### src/rtl/lcd_bus_rx.sv
// rtl/lcd_bus_rx.sv - 8080-style LCD write-bus receiver producing tagged RGB565 pixel writes
//
// Purpose:
//   Synchronises the raw LCD write bus into the i_clk domain. It decodes CASET (0x2A),
//   PASET (0x2B), RAMWR (0x2C) and RAMWRC (0x3C). During a RAM write it emits one
//   x/y-tagged pixel per data strobe.
//
// Ports:
//   i_clk, i_rst_n           system clock, asynchronous active-low reset
//   i_lcd_wr/rs/cs_n/rst_n   raw bus control (asynchronous to i_clk)
//   i_lcd_data[15:0]         raw bus data
//   o_pix_valid              one-cycle pixel write pulse
//   o_pix_x/o_pix_y          pixel coordinates
//   o_pix_data[15:0]         RGB565 pixel
//   o_frame_start            one-cycle pulse on an accepted RAMWR command
//
// Optional feature (macro LCD_BUS_RX_STATS_EN):
//   o_stat_pix_cnt[31:0]     pixel writes since reset (wrapping)
//   o_stat_unk_cmd[7:0]      last unsupported command byte

module lcd_bus_rx #(
  parameter int SYNC_STAGES = 2,
  parameter int H_RES       = 480,
  parameter int V_RES       = 854,
  parameter int X_W         = 10,
  parameter int Y_W         = 10
) (
  input  logic           i_clk,
  input  logic           i_rst_n,
  input  logic           i_lcd_wr,
  input  logic           i_lcd_rs,
  input  logic           i_lcd_cs_n,
  input  logic           i_lcd_rst_n,
  input  logic [15:0]    i_lcd_data,
  output logic           o_pix_valid,
  output logic [X_W-1:0] o_pix_x,
  output logic [Y_W-1:0] o_pix_y,
  output logic [15:0]    o_pix_data,
`ifdef LCD_BUS_RX_STATS_EN
  output logic [31:0]    o_stat_pix_cnt,
  output logic [7:0]     o_stat_unk_cmd,
`endif
  output logic           o_frame_start
);

  localparam logic [15:0] X_LIM = 16'(H_RES - 1);
  localparam logic [15:0] Y_LIM = 16'(V_RES - 1);

  typedef enum logic [2:0] {
    S_IDLE,
    S_CASET,
    S_PASET,
    S_RAMWR,
    S_DISCARD
  } state_t;

  // ---------------------------------------------------------------------------
  // Input synchronisers. Data goes through the same number of stages as wr so
  // that it is still aligned with the synchronised strobe. Reset values make the
  // bus look idle: wr high and cs_n high, so releasing reset cannot fake an edge.
  // ---------------------------------------------------------------------------
  logic [SYNC_STAGES-1:0] wr_sr, rs_sr, cs_sr, rst_sr;
  logic [15:0]            data_sr [SYNC_STAGES];
  logic                   wr_prev;

  always_ff @(posedge i_clk or negedge i_rst_n) begin
    if (!i_rst_n) begin
      wr_sr   <= '1;
      rs_sr   <= '0;
      cs_sr   <= '1;
      rst_sr  <= '1;
      wr_prev <= 1'b1;
      for (int i = 0; i < SYNC_STAGES; i++) data_sr[i] <= '0;
    end else begin
      wr_sr   <= {wr_sr[SYNC_STAGES-2:0], i_lcd_wr};
      rs_sr   <= {rs_sr[SYNC_STAGES-2:0], i_lcd_rs};
      cs_sr   <= {cs_sr[SYNC_STAGES-2:0], i_lcd_cs_n};
      rst_sr  <= {rst_sr[SYNC_STAGES-2:0], i_lcd_rst_n};
      wr_prev <= wr_sr[SYNC_STAGES-1];
      data_sr[0] <= i_lcd_data;
      for (int i = 1; i < SYNC_STAGES; i++) data_sr[i] <= data_sr[i-1];
    end
  end

  logic        wr_s, rs_s, cs_n_s, lcd_rst_s;
  logic [15:0] data_s;
  logic        strobe;

  assign wr_s      = wr_sr[SYNC_STAGES-1];
  assign rs_s      = rs_sr[SYNC_STAGES-1];
  assign cs_n_s    = cs_sr[SYNC_STAGES-1];
  assign lcd_rst_s = ~rst_sr[SYNC_STAGES-1];
  assign data_s    = data_sr[SYNC_STAGES-1];
  assign strobe    = wr_s & ~wr_prev & ~cs_n_s;

  // ---------------------------------------------------------------------------
  // Decoder state, window and cursor
  // ---------------------------------------------------------------------------
  state_t         state;
  logic [1:0]     param_idx;
  logic [15:0]    p_start;
  logic [7:0]     p_end_hi;
  logic [X_W-1:0] win_sc, win_ec, cur_x;
  logic [Y_W-1:0] win_sp, win_ep, cur_y;

  // Clamped window candidates, valid when the 4th parameter byte is on the bus.
  logic [15:0] end_raw;
  logic [15:0] cx_s, cx_e, cy_s, cy_e;
  logic        cmd_known;
  logic        pix_strobe;
  logic        unk_strobe;

  always_comb begin
    end_raw = {p_end_hi, data_s[7:0]};
    cx_s    = (p_start > X_LIM) ? X_LIM : p_start;
    cx_e    = (end_raw > X_LIM) ? X_LIM : end_raw;
    if (cx_s > cx_e) cx_e = cx_s;
    cy_s    = (p_start > Y_LIM) ? Y_LIM : p_start;
    cy_e    = (end_raw > Y_LIM) ? Y_LIM : end_raw;
    if (cy_s > cy_e) cy_e = cy_s;
    cmd_known = (data_s[7:0] == 8'h2A) || (data_s[7:0] == 8'h2B) ||
                (data_s[7:0] == 8'h2C) || (data_s[7:0] == 8'h3C);
    pix_strobe = strobe & rs_s & (state == S_RAMWR);
    unk_strobe = strobe & ~rs_s & ~cmd_known;
  end

  always_ff @(posedge i_clk or negedge i_rst_n) begin
    if (!i_rst_n) begin
      state         <= S_IDLE;
      param_idx     <= '0;
      p_start       <= '0;
      p_end_hi      <= '0;
      win_sc        <= '0;
      win_ec        <= X_W'(H_RES - 1);
      win_sp        <= '0;
      win_ep        <= Y_W'(V_RES - 1);
      cur_x         <= '0;
      cur_y         <= '0;
      o_pix_valid   <= 1'b0;
      o_pix_x       <= '0;
      o_pix_y       <= '0;
      o_pix_data    <= '0;
      o_frame_start <= 1'b0;
    end else if (lcd_rst_s) begin
      // Panel reset: same state as the system reset, held while asserted, and
      // it wins over any strobe arriving in the same cycle.
      state         <= S_IDLE;
      param_idx     <= '0;
      p_start       <= '0;
      p_end_hi      <= '0;
      win_sc        <= '0;
      win_ec        <= X_W'(H_RES - 1);
      win_sp        <= '0;
      win_ep        <= Y_W'(V_RES - 1);
      cur_x         <= '0;
      cur_y         <= '0;
      o_pix_valid   <= 1'b0;
      o_pix_x       <= '0;
      o_pix_y       <= '0;
      o_pix_data    <= '0;
      o_frame_start <= 1'b0;
    end else begin
      o_pix_valid   <= 1'b0;
      o_frame_start <= 1'b0;
      if (strobe) begin
        if (!rs_s) begin
          // A command always restarts decoding, abandoning partial parameters.
          param_idx <= '0;
          case (data_s[7:0])
            8'h2A: state <= S_CASET;
            8'h2B: state <= S_PASET;
            8'h2C: begin
              state         <= S_RAMWR;
              cur_x         <= win_sc;
              cur_y         <= win_sp;
              o_frame_start <= 1'b1;
            end
            8'h3C: state <= S_RAMWR;
            default: state <= S_DISCARD;
          endcase
        end else begin
          case (state)
            S_CASET, S_PASET: begin
              param_idx <= param_idx + 2'd1;
              case (param_idx)
                2'd0: p_start[15:8] <= data_s[7:0];
                2'd1: p_start[7:0]  <= data_s[7:0];
                2'd2: p_end_hi      <= data_s[7:0];
                default: begin
                  if (state == S_CASET) begin
                    win_sc <= X_W'(cx_s);
                    win_ec <= X_W'(cx_e);
                  end else begin
                    win_sp <= Y_W'(cy_s);
                    win_ep <= Y_W'(cy_e);
                  end
                  state <= S_IDLE;
                end
              endcase
            end
            S_RAMWR: begin
              o_pix_valid <= 1'b1;
              o_pix_x     <= cur_x;
              o_pix_y     <= cur_y;
              o_pix_data  <= data_s;
              // >= rather than == so a cursor left outside a newer window
              // (RAMWRC after CASET) still wraps instead of running away.
              if (cur_x >= win_ec) begin
                cur_x <= win_sc;
                if (cur_y >= win_ep) cur_y <= win_sp;
                else                 cur_y <= cur_y + Y_W'(1);
              end else begin
                cur_x <= cur_x + X_W'(1);
              end
            end
            default: ;
          endcase
        end
      end
    end
  end

`ifdef LCD_BUS_RX_STATS_EN
  always_ff @(posedge i_clk or negedge i_rst_n) begin
    if (!i_rst_n) begin
      o_stat_pix_cnt <= '0;
      o_stat_unk_cmd <= '0;
    end else if (lcd_rst_s) begin
      o_stat_pix_cnt <= '0;
      o_stat_unk_cmd <= '0;
    end else begin
      if (pix_strobe) o_stat_pix_cnt <= o_stat_pix_cnt + 32'd1;
      if (unk_strobe) o_stat_unk_cmd <= data_s[7:0];
    end
  end
`else
  logic unused_stats;
  assign unused_stats = pix_strobe ^ unk_strobe;
`endif

endmodule
### config.mk
export PLATFORM = sky130hd
export DESIGN_NAME = lcd_bus_rx
export DESIGN_NICKNAME = d
export VERILOG_FILES = /design/src/rtl/lcd_bus_rx.sv
export SDC_FILE = /design/constraint.sdc
export NUM_CORES = 1
export LEC_CHECK = 0
export BUFFER_PORTS_ARGS = -buffer_cell sky130_fd_sc_hd__buf_2
export CORE_MARGIN = 1.5
export CORE_UTILIZATION = 60
export CTS_CLUSTER_SIZE = 8
export DETAILED_ROUTE_END_ITERATION = 12
export PLACE_DENSITY = 0.79
export SYNTH_ARGS = -nofsm -noshare
export SYNTH_HDL_FRONTEND = slang
export SYNTH_SLANG_ARGS = --single-unit
### constraint.sdc
create_clock -name i_clk -period 5.6 [get_ports i_clk]
set_input_delay 0.56 -clock i_clk [delete_from_list [all_inputs] [get_ports i_clk]]
set_output_delay 0.56 -clock i_clk [all_outputs]
set_load 0.01 [all_outputs]
==> results of run 1 <==
-- cell type report --
| class | instances | area, sq um | share of cell area |
|---|---|---|---|
| Clock buffer | 20 | 447 | 0.0465 |
| Inverter | 42 | 158 | 0.0164 |
| Sequential cell | 168 | 4230 | 0.441 |
| Tap cell | 180 | 225 | 0.0235 |
| Clock inverter | 12 | 96.3 | 0.0100 |
| Timing Repair Buffer | 65 | 347 | 0.0361 |
| Multi-Input combinational cell | 639 | 4100 | 0.427 |
-- kinds of logic (layout without fill, tap and decap cells) --
group / Yosys count / in the layout
AO/OA/AOI/OAI: 174 / 174
XOR/XNOR: 1 / 1
adder cells (fa/ha/maj): 58 / 58
buffers and inverters: 82 / 139
flip-flops: 168 / 168
multiplexers: 35 / 35
other: 2 / 26
AND/OR/NAND/NOR: 345 / 345
-- state kept, by name, indices dropped and copies added, names as in the netlist, 16 cells and up --
register / count
data_s: 16
data_sr: 16
o_pix_data: 16
p_start: 16
-- cell usage in the layout, fill, tap and decap left out, drive strengths merged, types with 4 or more instances in the layout --
cell	instances
or2	7
a21boi	42
ha	58
nand4	14
a21oi	30
o211ai	7
o21ai	29
dfrtp	147
clkbuf	20
a32o	4
mux2	22
o221ai	4
mux2i	13
o221a	12
nand2	169
nor4	5
and2	19
and3	9
nand2b	8
a31oi	4
or3	7
inv	47
nand3	33
nor2	46
a211oi	5
conb	26
clkinv	4
a22o	4
nor3	8
nor2b	9
dfstp	21
buf	65
o22ai	12
-- critical path: cells and delay by family (launching register included) --
kind            cells  cell delay, ns
simple gates        2            0.58
fa+ha+maj           1            0.20
flops               1            0.50
compound gates      9            2.52
-- metrics by stage --
step | worst slack [ns] | hold WS (ns)
6_report | 1.73 | 0.0336
5_1_grt | 1.48 | 0.0581
4_1_cts | 1.79 | 0.0380
3_5_place_dp | 1.80 | 0.335
3_3_place_gp | 1.94 | 0.332
2_1_floorplan | 2.52 | 0.264
-- metal layers --
layer	routed length, um	vias to the layer above
met3	952	45
met5	0	-
met2	9050	198
met4	537	0
met1	8950	3151
li1	-	3144
-- report_power, final --
group          switching [mW]  internal (mW)
sequential             0.0424           1.25
combinational           0.136         0.0804
clock                   0.493          0.586
-- worst paths after layout --
path | from | to | cells past startpoint | slack, ns
min in group i_clk | i_lcd_rst_n | rst_sr[0] | 1 | 0.22
worst min register to register | data_sr[26] | data_s[10] | 0 | 0.34
worst max-delay path | p_start[6] | win_ep[4] | 12 | 1.73
worst min-delay path | i_rst_n | o_pix_y[6] | 1 | 0.03
worst max register to register | p_start[6] | win_ep[4] | 12 | 1.73
max in group asynchronous | i_rst_n | p_start[5] | 2 | 4.43
==> flow_summary.yaml, run 1 <==
outcome:
  outcome: "completed"
timing:
  fin_crit_ns: 3.87
  slew_viol_final: 0
  tns_ns: 0
  post-route-period-util: 0.691
  rsz0062_at_grt: "false"
  tightest_slew_ns: 0.960
  max_freq_ghz: 0.258
  finalHoldViolations: 0
  slew_headroom: 0.360
  setup-violations-final: 0
  skew_ns: 0.0113
clock_network:
  path_clk_slew_ns: 0.06
  clk_latency_ns: 0.43
  cts-hold-fix-buffers: 0
  post-cts-setup-buffers: 0
  h-tree-depth: 4
  cts-root-buf: "clkbuf_16"
  cts_max_path_buffers: 2
  cts_tree: "built"
  cts.sink_count: 168
  cts-resized-gates: 0
  cts_buffers: 17
die:
  dieArea_sq_mm: 0.0150
  die_w_um: 123
  pin_count: 60
  start_util: 0.616
  fp-row-count: 43
  die_h_um: 123
  core_area_sq_mm: 0.0139
global_route:
  busiest_layer: "met2"
  gr-total-overflow: 0
  antenna_found_initial: 0
  grt_max_degree: 66
  grt_use_met3: 0.0627
  grt_pass1_wl_mm: 32.2
  grt.met1_usage: 0.382
  grt_usage: 0.279
  grtUsageMet2: 0.438
  grt_pass1_vias: 6381
yosys:
  synth-compound-area-share: 0.144
  synth_top_area_cell: "dfrtp_1"
  yosys.area_share.simple: 0.192
  synth_top_family_by_area: "simple AND/OR/NAND/NOR gates"
  yosysMostFrequentCell: "nand2_1"
  synth_xor_area_frac: 0.00102
  yosysWarnings: 0
  synth.ff_latch_count: 168
  synthArstFlopShare: 1.00
  synth_top_area_frac: 0.429
  synth_mux_area_frac: 0.0440
  syn_area_sq_mm: 0.00858
  syn_area_per_cell_sq_um: 9.92
  synthTopCellsByArea: "dfrtp_1 (43%), ha_1 (8.5%), nand2_1 (7.3%), dfstp_2 (6.4%), a21boi_0 (3.6%)"
  postSynthCellCount: 865
  synth_flop_cell: "dfrtp_1"
  synth_fa_ha_area_frac: 0.0845
  ys_seq_area_frac: 0.493
  synth_edf_count: 0
  synth_cell_types: 68
  yosys-top-cells-count: "nand2_1 (168), dfrtp_1 (147), ha_1 (58)"
route:
  wire_per_inst_um: 17.3
  dr.pass1.iters: 5
  vias: 6538
  viasPerCell: 5.81
  drtIter0Drc: 486
  postRouteAntennaNets: 0
  drc: 0
  wirelength_mm: 19.5
worst_hold_path:
  hold_path_class: "input pin to asynchronous set/reset pin"
power:
  p_leak_nw: 4.53
  pwr_density_cell_mw_per_mm2: 270
  power_mw: 2.59
  ir_drop_mv: 0.202
critical_path:
  cp_cell_sequence: "a21boi_0 > o21ai_0 > a31oi_1 > a311oi_2 > or2b_1 > ha_1 > a21oi_1 > o21ai_0 > a221oi_1 > nand3_1 > a211o_1 > o221a_2"
  start_kind: "flip-flop"
  cp_slowest_cell: "a311oi_2"
  slowest_delay_ns: 0.83
  path_common_cell: "o21ai_0"
  end_kind: "flip-flop"
  critPathArrivalTime_ns: 4.23
  worstSetupPathType: "flip-flop to flip-flop"
  cp_max_fo: 13
  required_ns: 5.96
placed_design:
  place_inst: 1094
  placed_cell_area_sq_mm: 0.00906
  io_buffers: 59
  place_hpwl_mm: 13.7
  gp_congestion: 0.925
finish:
  area_growth_pct: 11.9
  final_layout_size_suffix_gt1_frac: 0.177
  layout.cells.non_filler: 1126
  fin_nets: 1013
  finalInstanceArea_sq_mm: 0.00960
  diodes: 0
  nFillCells: 1076
  final_util: 0.689
job:
  maxCapViolCount: 0
Note: power is estimated with default switching activity, not from simulation.
==> run 2, diff against run 1 <==
Clock period 5.6 ns to 3.6 ns, I/O delays scaled along.
==> run 2 against run 1 <==
Effect of this change:
- the run now ends with negative hold slack left
- combinational power up 70%
- global-route usage up 1.1 points
- sequential power up 55%
- critical path depth up 1
==> flow_summary.yaml, run 2 (synthesis results as in run 1) <==
critical_path:
  required_ns: 3.96
  path_common_cell: "o21ai_0"
  start_kind: "flip-flop"
  cp_cell_sequence: "a21boi_0 > o21ai_0 > a31oi_1 > a311oi_1 > buf_4 > or2b_1 > ha_1 > a21oi_1 > o21ai_0 > a221oi_1 > nand3_1 > a211o_1 > o221a_2"
  slowest_delay_ns: 0.48
  worstSetupPathType: "flip-flop to flip-flop"
  end_kind: "flip-flop"
  critPathArrivalTime_ns: 3.70
  cp_max_fo: 13
  cp_slowest_cell: "dfrtp_1"
clock_network:
  cts_buffers: 17
  cts.sink_count: 168
  path_clk_slew_ns: 0.07
  cts_tree: "built"
  cts-root-buf: "clkbuf_16"
  post-cts-setup-buffers: 0
  cts_max_path_buffers: 2
  clk_latency_ns: 0.44
  h-tree-depth: 4
die:
  die_w_um: 123
  dieArea_sq_mm: 0.0150
  core_area_sq_mm: 0.0139
  die_h_um: 123
  pin_count: 60
  fp-row-count: 43
  start_util: 0.616
finish:
  fin_nets: 1025
  area_growth_pct: 13.5
  layout.cells.non_filler: 1138
  final_common_cell: "nand2_1"
  finalInstanceArea_sq_mm: 0.00974
  diodes: 0
  final_cell_mix: "nand2_1 (167), dfrtp_1 (147), ha_1 (58), buf_2 (58), nor2_1 (46)"
  final_layout_size_suffix_gt1_frac: 0.189
  final_util: 0.699
placed_design:
  gp_congestion: 0.983
  placed_cell_area_sq_mm: 0.00916
  io_buffers: 59
  place_inst: 1106
  dp_worst_setup_slack_ns: 0.401
  place_hpwl_mm: 13.9
global_route:
  grt_usage: 0.290
  antenna_found_initial: 0
  grt_pass1_vias: 6515
  grt_pass1_wl_mm: 33.3
  gr-total-overflow: 0
  grt_max_degree: 104
route:
  wl_met2_mm: 9.64
  wire_per_inst_um: 17.8
  viasPerCell: 5.88
  drtIter0Drc: 725
  top_layer: "met4"
  wl_met3_mm: 1.15
  dr.pass1.iters: 5
  postRouteAntennaNets: 0
  wirelength_mm: 20.3
  vias: 6693
  met1_length_mm: 8.89
  drc: 0
timing:
  slew_headroom: 0.363
  fin_crit_ns: 3.34
  setup-violations-final: 0
  tightest_slew_ns: 0.955
  fin_ws_ns: 0.262
  tns_ns: 0
  finalHoldViolations: 4
  max_freq_ghz: 0.300
  hold_ws_ns: -0.00688
  slew_viol_final: 0
  rsz0062_at_grt: "false"
  post-route-period-util: 0.927
  skew_ns: 0.00956
power:
  pwr_density_cell_mw_per_mm2: 426
  ir_drop_mv: 0.408
  p_leak_nw: 4.61
  power_mw: 4.15
worst_hold_path:
  hold_path_class: "input pin to asynchronous set/reset pin"
outcome:
  violations: "negative hold slack"
  outcome: "finished, violations left"
job:
  maxCapViolCount: 0
## run 2: cell types whose count changed in the layout (fill, tap and decap cells not counted), sizes merged
| cell | before | now |
|---|---|---|
| clkbuf | 20 | 17 |
| inv | 47 | 50 |
| buf | 65 | 77 |
| clkinvlp | 3 | 2 |
| clkinv | 4 | 5 |
## run 2: worst max-delay path: cells and delay by family, from the launching register on
family          cells  cell delay [ns]
buf+inv             1             0.24
fa+ha+maj           1             0.20
simple gates        2             0.42
compound gates      9             1.92
flops               1             0.48
## run 2: path summary, 6_finish.rpt
| kind | cells after the start | startpoint | endpoint | slack (ns) |
|---|---|---|---|---|
| max | 13 | p_start[6] | win_ep[0] | 0.26 |
| min | 1 | i_rst_n | o_pix_y[5] | -0.007 |
| max reg2reg | 13 | p_start[6] | win_ep[0] | 0.26 |
| min reg2reg | 0 | data_sr[16] | data_s[0] | 0.35 |
| max in group asynchronous | 2 | i_rst_n | cs_sr[1] | 2.70 |
| min in group i_clk | 1 | i_lcd_wr | wr_sr[0] | 0.02 |
## run 2: repair_timing
| action | 4_1_cts | 5_1_grt |
|---|---|---|
| resized for setup | 0 | 1 |
| hold buffers | 0 | 0 |
| setup endpoints to repair | 0 | 8 |
| hold endpoints to repair | 0 | 0 |
## run 2: power by group
part | internal [mW] | leakage [nW] | switching, mW
clock | 0.926 | 0.280 | 0.856
combinational | 0.137 | 2.17 | 0.233
sequential | 1.94 | 2.16 | 0.0520
total | 3.01 | 4.61 | 1.14
## run 2: cell type report
class	instances	area (sq um)
multi-input combinational	639	4100
clock buffer	17	425
inverter	42	158
sequential	168	4230
tap	180	225
fill	1034	4190
clock inverter	15	156
timing repair buffer	77	449
## run 2: metal layers
layer  track usage  up-vias
li1              -     3164
met1         0.397     3242
met3        0.0711       54
met4         0.115        0
met5             0        -
met2         0.446      233
==> run 3, diff against run 2 <==
Settings changed: ABC_AREA from default to 1.
==> run 3 against run 2 <==
Effect of this change:
- the run now ends clean
- first-iteration DRC count decreased by 18%
- global-route usage shrank 2.1 points
- largest cell class unchanged
- clock-buffer cell count increased by 3
- die area down 0.50%
- cell count rose by 14%
- via count is 3.1% higher
- clock power is 2% higher
==> flow_summary.yaml, run 3 <==
job:
  maxCapViolCount: 0
timing:
  post-route-period-util: 0.796
  fin_ws_ns: 0.735
  rsz0062_at_grt: "false"
  fin_crit_ns: 2.86
  setup-violations-final: 0
  max_freq_ghz: 0.349
  slew_viol_final: 0
  slew_headroom: 0.367
  finalHoldViolations: 0
  tightest_slew_ns: 0.943
  tns_ns: 0
  skew_ns: 0.0115
critical_path:
  cp_top_family: "simple AND/OR/NAND/NOR gates"
  worstSetupPathType: "flip-flop to flip-flop"
  worst-path-buf-inv: 2
  cp_slowest_cell: "dfrtp_1"
  critPathArrivalTime_ns: 3.16
  cp_cell_sequence: "or2_2 > nor2_1 > nand2_1 > nor2_1 > buf_4 > nand3_1 > ha_1 > nand2_1 > inv_1 > nand2_1 > nand2_1 > nand2_1 > nand2_1 > nand2_1 > nand2_1 > nand2_1 > nand2_1 > nand3_1 > o21ai_1"
  start_kind: "flip-flop"
  required_ns: 3.90
  cp_max_fo: 10
  slowest_delay_ns: 0.38
  path_common_cell: "nand2_1"
  end_kind: "flip-flop"
outcome:
  outcome: "completed"
power:
  clkPwrFrac: 0.351
  switching_share: 0.321
  switchingPower_mw: 1.67
  seq_power_share: 0.434
  p_leak_nw: 5.16
  power_mw: 5.19
  pwr_density_cell_mw_per_mm2: 534
  pwr-share-comb: 0.215
  ir_drop_mv: 0.593
  p_int_mw: 3.53
finish:
  final_common_cell: "nand2_1"
  area_growth_pct: 13.9
  fin_nets: 1179
  final_layout_size_suffix_gt1_frac: 0.134
  nFillCells: 1079
  final_cell_mix: "nand2_1 (263), dfrtp_1 (147), inv_1 (140)"
yosys:
  syn_area_per_cell_sq_um: 8.47
  synth_edf_count: 0
  yosysWarnings: 0
  synthArstFlopShare: 1.00
  yosys-top-cells-count: "nand2_1 (263), dfrtp_1 (147), inv_1 (140)"
  synth.ff_latch_count: 168
  postSynthCellCount: 1008
  yosysMostFrequentCell: "nand2_1"
  ys_seq_area_frac: 0.495
  synth_flop_cell: "dfrtp_1"
  synthTopCellsByArea: "dfrtp_1 (43%), nand2_1 (12%), ha_1 (8.5%), dfstp_2 (6.5%), inv_1 (6.2%)"
  syn_area_sq_mm: 0.00854
  synth_top_area_cell: "dfrtp_1"
  synth_cell_types: 41
  synth_top_area_frac: 0.431
placed_design:
  io_buffers: 59
  place_hpwl_mm: 13.6
  gp_congestion: 0.919
  dp_worst_setup_slack_ns: 0.812
route:
  drtIter0Drc: 598
  vias: 6900
  postRouteAntennaNets: 0
  wirelength_mm: 18.7
  drc: 0
  wire_per_inst_um: 14.5
  viasPerCell: 5.34
  dr.pass1.iters: 6
global_route:
  antenna_found_initial: 1
  grt_usage: 0.269
  grt_max_degree: 80
  grt_pass1_vias: 6410
  gr-total-overflow: 0
  grt_pass1_wl_mm: 31.3
clock_network:
  cts.sink_count: 168
  cts-root-buf: "clkbuf_16"
  post-cts-setup-buffers: 0
  cts_tree: "built"
  path_clk_slew_ns: 0.07
  h-tree-depth: 4
  cts-resized-gates: 0
  clk_latency_ns: 0.43
  cts-hold-fix-buffers: 1
  cts_max_path_buffers: 2
  cts_buffers: 17
die:
  die_w_um: 122
  die_h_um: 122
  dieArea_sq_mm: 0.0150
  pin_count: 60
  core_area_sq_mm: 0.0139
  fp-row-count: 43
  start_util: 0.615
worst_hold_path:
  hold_path_class: "input pin to flip-flop"
run 3: power by group through the flow:
stage / combinational (mW) / sequential, mW / clock, mW
floorplan: 0.817 / 2.24 / 0
global placement: 1.07 / 2.27 / 0
detailed placement: 1.10 / 2.28 / 0
CTS: 1.11 / 2.25 / 1.84
global route: 1.31 / 2.28 / 1.92
finish: 1.12 / 2.26 / 1.82
run 3: cell families after synthesis:
group	count (synthesis)	synth area share
simple gates	444	0.225
buf+inv	170	0.0793
flops	168	0.495
compound gates	153	0.102
fa+ha+maj	58	0.0850
xor+xnor	13	0.0133
other cells	2	0.000879
run 3: per-stage QoR:
stage | std cells | hold WS [ns] | utilization | cell area (sq um)
floorplan | 1032 | 0.0644 | - | 8630
global placement | 1259 | 0.332 | 0.657 | 9120
detailed placement | 1259 | 0.335 | 0.657 | 9120
CTS | 1292 | 0.0241 | 0.700 | 9720
global route | 1292 | 0.0167 | 0.700 | 9720
finish | 1293 | 0.0284 | 0.701 | 9730
run 3: cell type report:
class | count | area (sq um) | share of cell area
clock buffers | 20 | 467 | 0.0480
multi-input cells | 694 | 3730 | 0.384
well taps | 180 | 225 | 0.0232
clock inverters | 12 | 129 | 0.0133
flip-flops and latches | 168 | 4230 | 0.435
inverters | 149 | 562 | 0.0578
repair buffers | 69 | 379 | 0.0390
diodes | 1 | 2.50 | 0.000257
run 3: worst paths after layout:
check                                   start  cells after the start          end  slack [ns]
worst max-delay path              p_start[15]                     19    win_ec[5]        0.74
worst min-delay path            i_lcd_data[8]                      1  data_sr[24]        0.03
worst max register to register    p_start[15]                     19    win_ec[5]        0.74
worst min register to register    data_sr[20]                      0    data_s[4]        0.35
max in group asynchronous             i_rst_n                      3    win_ec[8]        2.16
min in group asynchronous             i_rst_n                      2    win_ep[7]        0.54
run 3: metal layers:
metal | GRT usage | routed length, um | vias up
met5 | 0 | 0 | -
met4 | 0.0785 | 309 | 0
met3 | 0.0632 | 1200 | 31
met2 | 0.433 | 8780 | 206
met1 | 0.366 | 8430 | 3251
li1 | - | - | 3412
